### src/rtl/axi_drop_packet_multi.sv
// AXI-Stream packet FIFO that drops a packet on error or on oversize.
// Each packet is staged in a circular RAM. It becomes readable only after its
// tlast is accepted without error. A packet with an error, or one longer than
// the buffer, is rewound away. Both kinds of drop are counted in saturating
// counters.
module axi_drop_packet_multi #(
  parameter int WIDTH        = 32,
  parameter int SIZE         = 6,
  parameter int ERR_ANY_BEAT = 0,
  parameter int CNT_W        = 16
) (
  input  logic             clk,
  input  logic             reset_n,
  input  logic             clear,
  input  logic [WIDTH-1:0] i_tdata,
  input  logic             i_tvalid,
  input  logic             i_tlast,
  input  logic             i_terror,
  output logic             i_tready,
  output logic [WIDTH-1:0] o_tdata,
  output logic             o_tvalid,
  output logic             o_tlast,
  input  logic             o_tready,
  output logic [CNT_W-1:0] drop_err_cnt,
  output logic [CNT_W-1:0] drop_oversize_cnt
);
  localparam int DEPTH = 2**SIZE;
  localparam logic [SIZE:0]    PTR_ONE = {{SIZE{1'b0}}, 1'b1};
  localparam logic [SIZE:0]    DEPTH_W = {1'b1, {SIZE{1'b0}}};
  localparam logic [CNT_W-1:0] CNT_ONE = {{(CNT_W-1){1'b0}}, 1'b1};
  localparam logic [0:0] ST_ACCEPT  = 1'b0;
  localparam logic [0:0] ST_DISCARD = 1'b1;

  logic [WIDTH:0]   ram [DEPTH];
  logic [SIZE:0]    wr_ptr_q, wr_ptr_d, commit_ptr_q, commit_ptr_d, rd_ptr_q, rd_ptr_d;
  // Reader sees the commit pointer one cycle late, so that commit and read of
  // the same packet never land on the same edge.
  logic [SIZE:0]    commit_vis_q;
  logic [0:0]       state_q, state_d;
  logic             bad_q, bad_d, en_q;
  logic [WIDTH-1:0] o_data_q, o_data_d;
  logic             o_last_q, o_last_d, o_vld_q, o_vld_d;
  logic [CNT_W-1:0] err_cnt_q, err_cnt_d, ovs_cnt_q, ovs_cnt_d;

  logic [SIZE:0]  wr_inc, unc_len;
  logic           full, in_fire, wr_en, rd_load;
  logic [WIDTH:0] ram_rd;

  assign wr_inc   = wr_ptr_q + PTR_ONE;
  assign unc_len  = wr_inc - commit_ptr_q;
  assign full     = (wr_ptr_q - rd_ptr_q) == DEPTH_W;
  assign i_tready = en_q & ~clear & ((state_q == ST_DISCARD) | ~full);
  assign in_fire  = i_tvalid & i_tready;
  assign wr_en    = in_fire & (state_q == ST_ACCEPT);
  assign ram_rd   = ram[rd_ptr_q[SIZE-1:0]];
  assign rd_load  = (commit_vis_q != rd_ptr_q) & (~o_vld_q | o_tready);

  assign o_tvalid          = o_vld_q & ~clear;
  assign o_tdata           = clear ? '0 : o_data_q;
  assign o_tlast           = o_last_q & ~clear;
  assign drop_err_cnt      = clear ? '0 : err_cnt_q;
  assign drop_oversize_cnt = clear ? '0 : ovs_cnt_q;

  // Write side: accept or discard packets, commit, rewind and count drops.
  always_comb begin
    wr_ptr_d     = wr_ptr_q;
    commit_ptr_d = commit_ptr_q;
    state_d      = state_q;
    bad_d        = bad_q;
    err_cnt_d    = err_cnt_q;
    ovs_cnt_d    = ovs_cnt_q;
    if (in_fire) begin
      if (state_q == ST_ACCEPT) begin
        wr_ptr_d = wr_inc;
        if (i_tlast) begin
          if (i_terror | ((ERR_ANY_BEAT != 0) & bad_q)) begin
            wr_ptr_d  = commit_ptr_q;
            err_cnt_d = (err_cnt_q == '1) ? err_cnt_q : err_cnt_q + CNT_ONE;
          end else begin
            commit_ptr_d = wr_inc;
          end
          bad_d = 1'b0;
        end else if (unc_len == DEPTH_W) begin
          // The buffer is full of this one packet and tlast is still to come,
          // so the packet can never fit.
          wr_ptr_d  = commit_ptr_q;
          state_d   = ST_DISCARD;
          bad_d     = 1'b0;
          ovs_cnt_d = (ovs_cnt_q == '1) ? ovs_cnt_q : ovs_cnt_q + CNT_ONE;
        end else if (ERR_ANY_BEAT != 0) begin
          bad_d = bad_q | i_terror;
        end
      end else if (i_tlast) begin
        state_d = ST_ACCEPT;
        bad_d   = 1'b0;
      end
    end
  end

  // Read side: a single output register, refilled whenever it empties or is taken.
  always_comb begin
    rd_ptr_d = rd_ptr_q;
    o_data_d = o_data_q;
    o_last_d = o_last_q;
    o_vld_d  = o_vld_q & ~o_tready;
    if (rd_load) begin
      rd_ptr_d = rd_ptr_q + PTR_ONE;
      o_data_d = ram_rd[WIDTH-1:0];
      o_last_d = ram_rd[WIDTH];
      o_vld_d  = 1'b1;
    end
  end

  // Packet RAM: holds {tlast, tdata}, with no reset.
  always_ff @(posedge clk) begin
    if (wr_en) ram[wr_ptr_q[SIZE-1:0]] <= {i_tlast, i_tdata};
  end

  // State registers: asynchronous reset, synchronous flush on clear.
  always_ff @(posedge clk or negedge reset_n) begin
    if (!reset_n) begin
      wr_ptr_q <= '0; commit_ptr_q <= '0; rd_ptr_q <= '0; commit_vis_q <= '0;
      state_q <= ST_ACCEPT; bad_q <= 1'b0; en_q <= 1'b0;
      o_data_q <= '0; o_last_q <= 1'b0; o_vld_q <= 1'b0;
      err_cnt_q <= '0; ovs_cnt_q <= '0;
    end else if (clear) begin
      wr_ptr_q <= '0; commit_ptr_q <= '0; rd_ptr_q <= '0; commit_vis_q <= '0;
      state_q <= ST_ACCEPT; bad_q <= 1'b0; en_q <= 1'b0;
      o_data_q <= '0; o_last_q <= 1'b0; o_vld_q <= 1'b0;
      err_cnt_q <= '0; ovs_cnt_q <= '0;
    end else begin
      wr_ptr_q <= wr_ptr_d; commit_ptr_q <= commit_ptr_d; rd_ptr_q <= rd_ptr_d;
      commit_vis_q <= commit_ptr_q;
      state_q <= state_d; bad_q <= bad_d; en_q <= 1'b1;
      o_data_q <= o_data_d; o_last_q <= o_last_d; o_vld_q <= o_vld_d;
      err_cnt_q <= err_cnt_d; ovs_cnt_q <= ovs_cnt_d;
    end
  end
endmodule

### config.mk
export PLATFORM = sky130hd
export DESIGN_NAME = axi_drop_packet_multi
export DESIGN_NICKNAME = d
export VERILOG_FILES = /design/src/rtl/axi_drop_packet_multi.sv
export SDC_FILE = /design/constraint.sdc
export NUM_CORES = 2
export LEC_CHECK = 0
export ABC_AREA = 0
export ABC_CLOCK_PERIOD_IN_PS = 6000
export BUFFER_PORTS_ARGS = -buffer_cell sky130_fd_sc_hd__buf_2
export CAP_MARGIN = 20
export CORE_ASPECT_RATIO = 1.5
export CORE_MARGIN = 4
export CORE_UTILIZATION = 55
export CTS_CLUSTER_DIAMETER = 200
export DETAILED_ROUTE_END_ITERATION = 16
export PLACE_DENSITY = 0.74
export SKIP_CTS_REPAIR_TIMING = 1
export SLEW_MARGIN = 20
export SYNTH_ARGS = -nofsm -noshare
export SYNTH_HDL_FRONTEND = slang
export SYNTH_SLANG_ARGS = --single-unit
### constraint.sdc
create_clock -name clk -period 6 [get_ports clk]
set_input_delay 1.2 -clock clk [delete_from_list [all_inputs] [get_ports clk]]
set_output_delay 1.2 -clock clk [all_outputs]
set_load 0.01 [all_outputs]
==> results.toml <==
[status]
status = "complete, no violations"

[global_route]
grt_pass1_wl_um = 298500
grt_max_degree = 144
grt_pass1_vias = 42899
antenna_found_initial = 11
grt-ovfl-total = 0
grt_usage_pct = 25.44

[power_and_ir_drop]
swShare_pct = 22.98
power.leakage_nw = 30.12
power_frac_seq_pct = 50.7
power.share.clock_pct = 36.1
p_int_mw = 26.08
comb_power_share_pct = 13.2
powerDensity_nw_per_um2 = 353.9
switchingPower_mw = 7.782
peakVddDrop_uv = 305.2

[logic_synthesis]
yosys.cell_types.count = 75
synth_cells = 3908
syn_nets = 3963
synth.area.top_cells = "edfxtp_1 74%, mux4_2 16%, dfrtp_1 2.8%"
yosys_warnings = 0
yosys_most_used_dff = "edfxtp_1"
syn_area_um2 = 85810
synthArstFlopShare_pct = 4.348
synth_edf_count = 2112
ys_ff_latch = 2208
synth_top_area_cell = "edfxtp_1"
synth_seq_area_share_pct = 76.71
avgSynthCellArea_um2 = 21.96
synth_top_area_share_pct = 73.91

[critical_path]
path_buf_inv = 2
crit_arrival_ns = 5.28
path_cells = "inv_1, ha_1, and4_1, o21ai_1, a21oi_1, o311a_4, nand2_4, or4_1, nor2_4, buf_4"
worstPathRequired_ns = 6.46
cp-start-kind = "flop"
crit_slowest_cell = "or4_1"
max_stage_delay_ns = 0.87
path_max_fanout = 22
cpLargestDelayFamily = "simple AND/OR/NAND/NOR gates"
crit_type = "reg -> reg"
critPathCaptureType = "flop"

[floorplanning]
die_h_um = 491.8
die_width_um = 330.5
io_pins = 106
core_area_um2 = 155000
row_count = 177
start_util_pct = 55.35
die-area_um2 = 162500

[placement]
dp_slack_ns = 1.166
dpl.hpwl_um = 110500
routabilityCongestion = 0.8644
portBuffers = 105

[sta]
period_minus_slack_ns = 4.822
post-route-period-util_pct = 80.36
layout_setup_ws_ns = 1.178
drv_slew = 0
rsz0062_at_grt = "no"
final.setup_skew_ns = 0.03244
fmax_mhz = 207.4
final-hold-violation-count = 0
slew_headroom_pct = 25.47
finalSetupViolCount = 0
hold_ws_ns = 0.4240
max_slew.worst_pin.slew_ns = 1.115

[finish]
final_common_cell = "edfxtp_1"
final_cell_mix = "2112 x edfxtp_1, 592 x mux4_2, 190 x clkbuf_16"
layout-drive-gt1-share_pct = 28.11
area_growth_pct = 11.51
nets = 4163
utilization_pct = 61.72

[clock_tree]
clockRootBuffer = "clkbuf_16"
cts_buffers = 184
htree_levels = 4
cts_tree = "done"
cts_buffer_depth = 3
clk_latency_ns = 0.80
clkSinkCount = 2208
path_clk_slew_ns = 0.06

[route]
firstDrtPassIters = 5
top_layer = "met5"
wl_um = 203200
vias = 41418
drt_iter0_markers = 4938
viasPerCell = 6.553
postRouteAntennaNets = 0
route.detailed.drc = 0
wirelength_met1_um = 73060
wl_met3_um = 15850
dr_wl_met2_um = 107100
routedWlPerCell_um = 32.15

[run]
drv_cap = 0

[worst_hold_path]
min_path_type = "in -> async"
[metrics by stage]
step	total power, mW	instances	setup TNS [ns]	area (µm²)
floorplan	20.75	3908	-128.56	85810
global placement	21.96	5978	0	89460
detailed placement	22.01	5979	0	89480
CTS	34.12	6316	0	95620
global route	35.03	6318	0	95680
finish	33.86	6320	0	95690
[synth_stat cells, types with 3 or more instances]
master    instances
inv_2             3
and3_1           24
a22oi_1          18
a21oi_1          49
nor3_2            7
xnor2_1          11
dfrtp_1          96
clkbuf_1        109
mux4_2          592
nand4_1          13
o31ai_1           3
nand2b_1          3
buf_4             3
mux2i_1          99
o21ai_0          27
buf_2            69
nor2b_1          69
nor4_1           11
nand2_1         141
mux2_4            5
a311oi_1         15
mux2_1            9
or4_1             5
and4_1            4
mux2_2           10
nand3_1          25
or3_1             7
o31a_1            3
a32oi_1          14
inv_1            21
a31oi_1           3
o21a_1            3
buf_1            28
o211ai_1         31
ha_1             16
edfxtp_1       2112
nor2_1          130
nor3_1           26
xor2_1           12
o22ai_1          38
[power groups by stage]
stage / registers (mW) / logic, mW / clock network, mW
2_1_floorplan: 17.3 / 3.41 / 0
3_3_place_gp: 17.5 / 4.46 / 0
3_5_place_dp: 17.5 / 4.51 / 0
4_1_cts: 17.2 / 4.55 / 12.4
5_1_grt: 17.2 / 4.81 / 13.1
6_report: 17.2 / 4.47 / 12.2
[cell families (layout without fill, tap and decap cells)]
group | Yosys count | in the layout | synth area share (%)
AOI/OAI and AO/OA | 223 | 223 | 1.780
muxes | 715 | 715 | 17.03
and+or+nand+nor | 486 | 486 | 2.804
adders and majority gates | 16 | 16 | 0.2333
DFF | 2208 | 2208 | 76.71
other | 0 | 3 | 0
xor gates and xnor gates | 24 | 24 | 0.2610
buffers and inverters | 236 | 587 | 1.183
[final cells by class]
class,instances,area [µm²]
Multi-Input combinational cell,1464,19460
Sequential cell,2208,65840
Clock inverter,105,1161
Inverter,24,98.84
Antenna cell,3,7.507
Clock buffer,232,4972
Tap cell,2058,2575
Timing Repair Buffer,226,1572
Fill cell,10267,59340
[layer usage]
metal	vias to the layer above	track usage (%)
met1	22124	33.53
met4	4	8.451
met2	2092	43.71
met5	-	0
li1	16754	-
met3	444	4.100
[sequential cells by signal, summed over array words and instances, names as in the netlist]
register,flops
o_data_q,32
ram,2112
commit_vis_q,7
o_last_q,1
state_q,1
wr_ptr_q,7
commit_ptr_q,7
o_vld_q,1
rd_ptr_q,7
err_cnt_q,16
ovs_cnt_q,16
en_q,1
[worst register-to-register path, cell delays in order, from the launching register on]
cell and delay (ns):
dfrtp_4 0.74, inv_1 0.13, ha_1 0.41, and4_1 0.22
o21ai_1 0.08, a21oi_1 0.36, o311a_4 0.31, nand2_4 0.21
or4_1 0.88, nor2_4 0.65, buf_4 0.46
[path summary, 6_finish.rpt]
| path | start | end | slack [ns] | depth (start not counted) |
|---|---|---|---|---|
| worst max-delay path | rd_ptr_q[3] | ram[25][18] | 1.18 | 10 |
| worst min-delay path | reset_n | err_cnt_q[10] | 0.42 | 1 |
| worst max register to register | rd_ptr_q[3] | ram[25][18] | 1.18 | 10 |
| worst min register to register | commit_ptr_q[4] | commit_ptr_q[4] | 0.53 | 2 |
| max in group asynchronous | reset_n | rd_ptr_q[1] | 4.19 | 2 |
| min in group clk | commit_ptr_q[4] | commit_ptr_q[4] | 0.53 | 2 |
(Power assumes the default switching activity.)
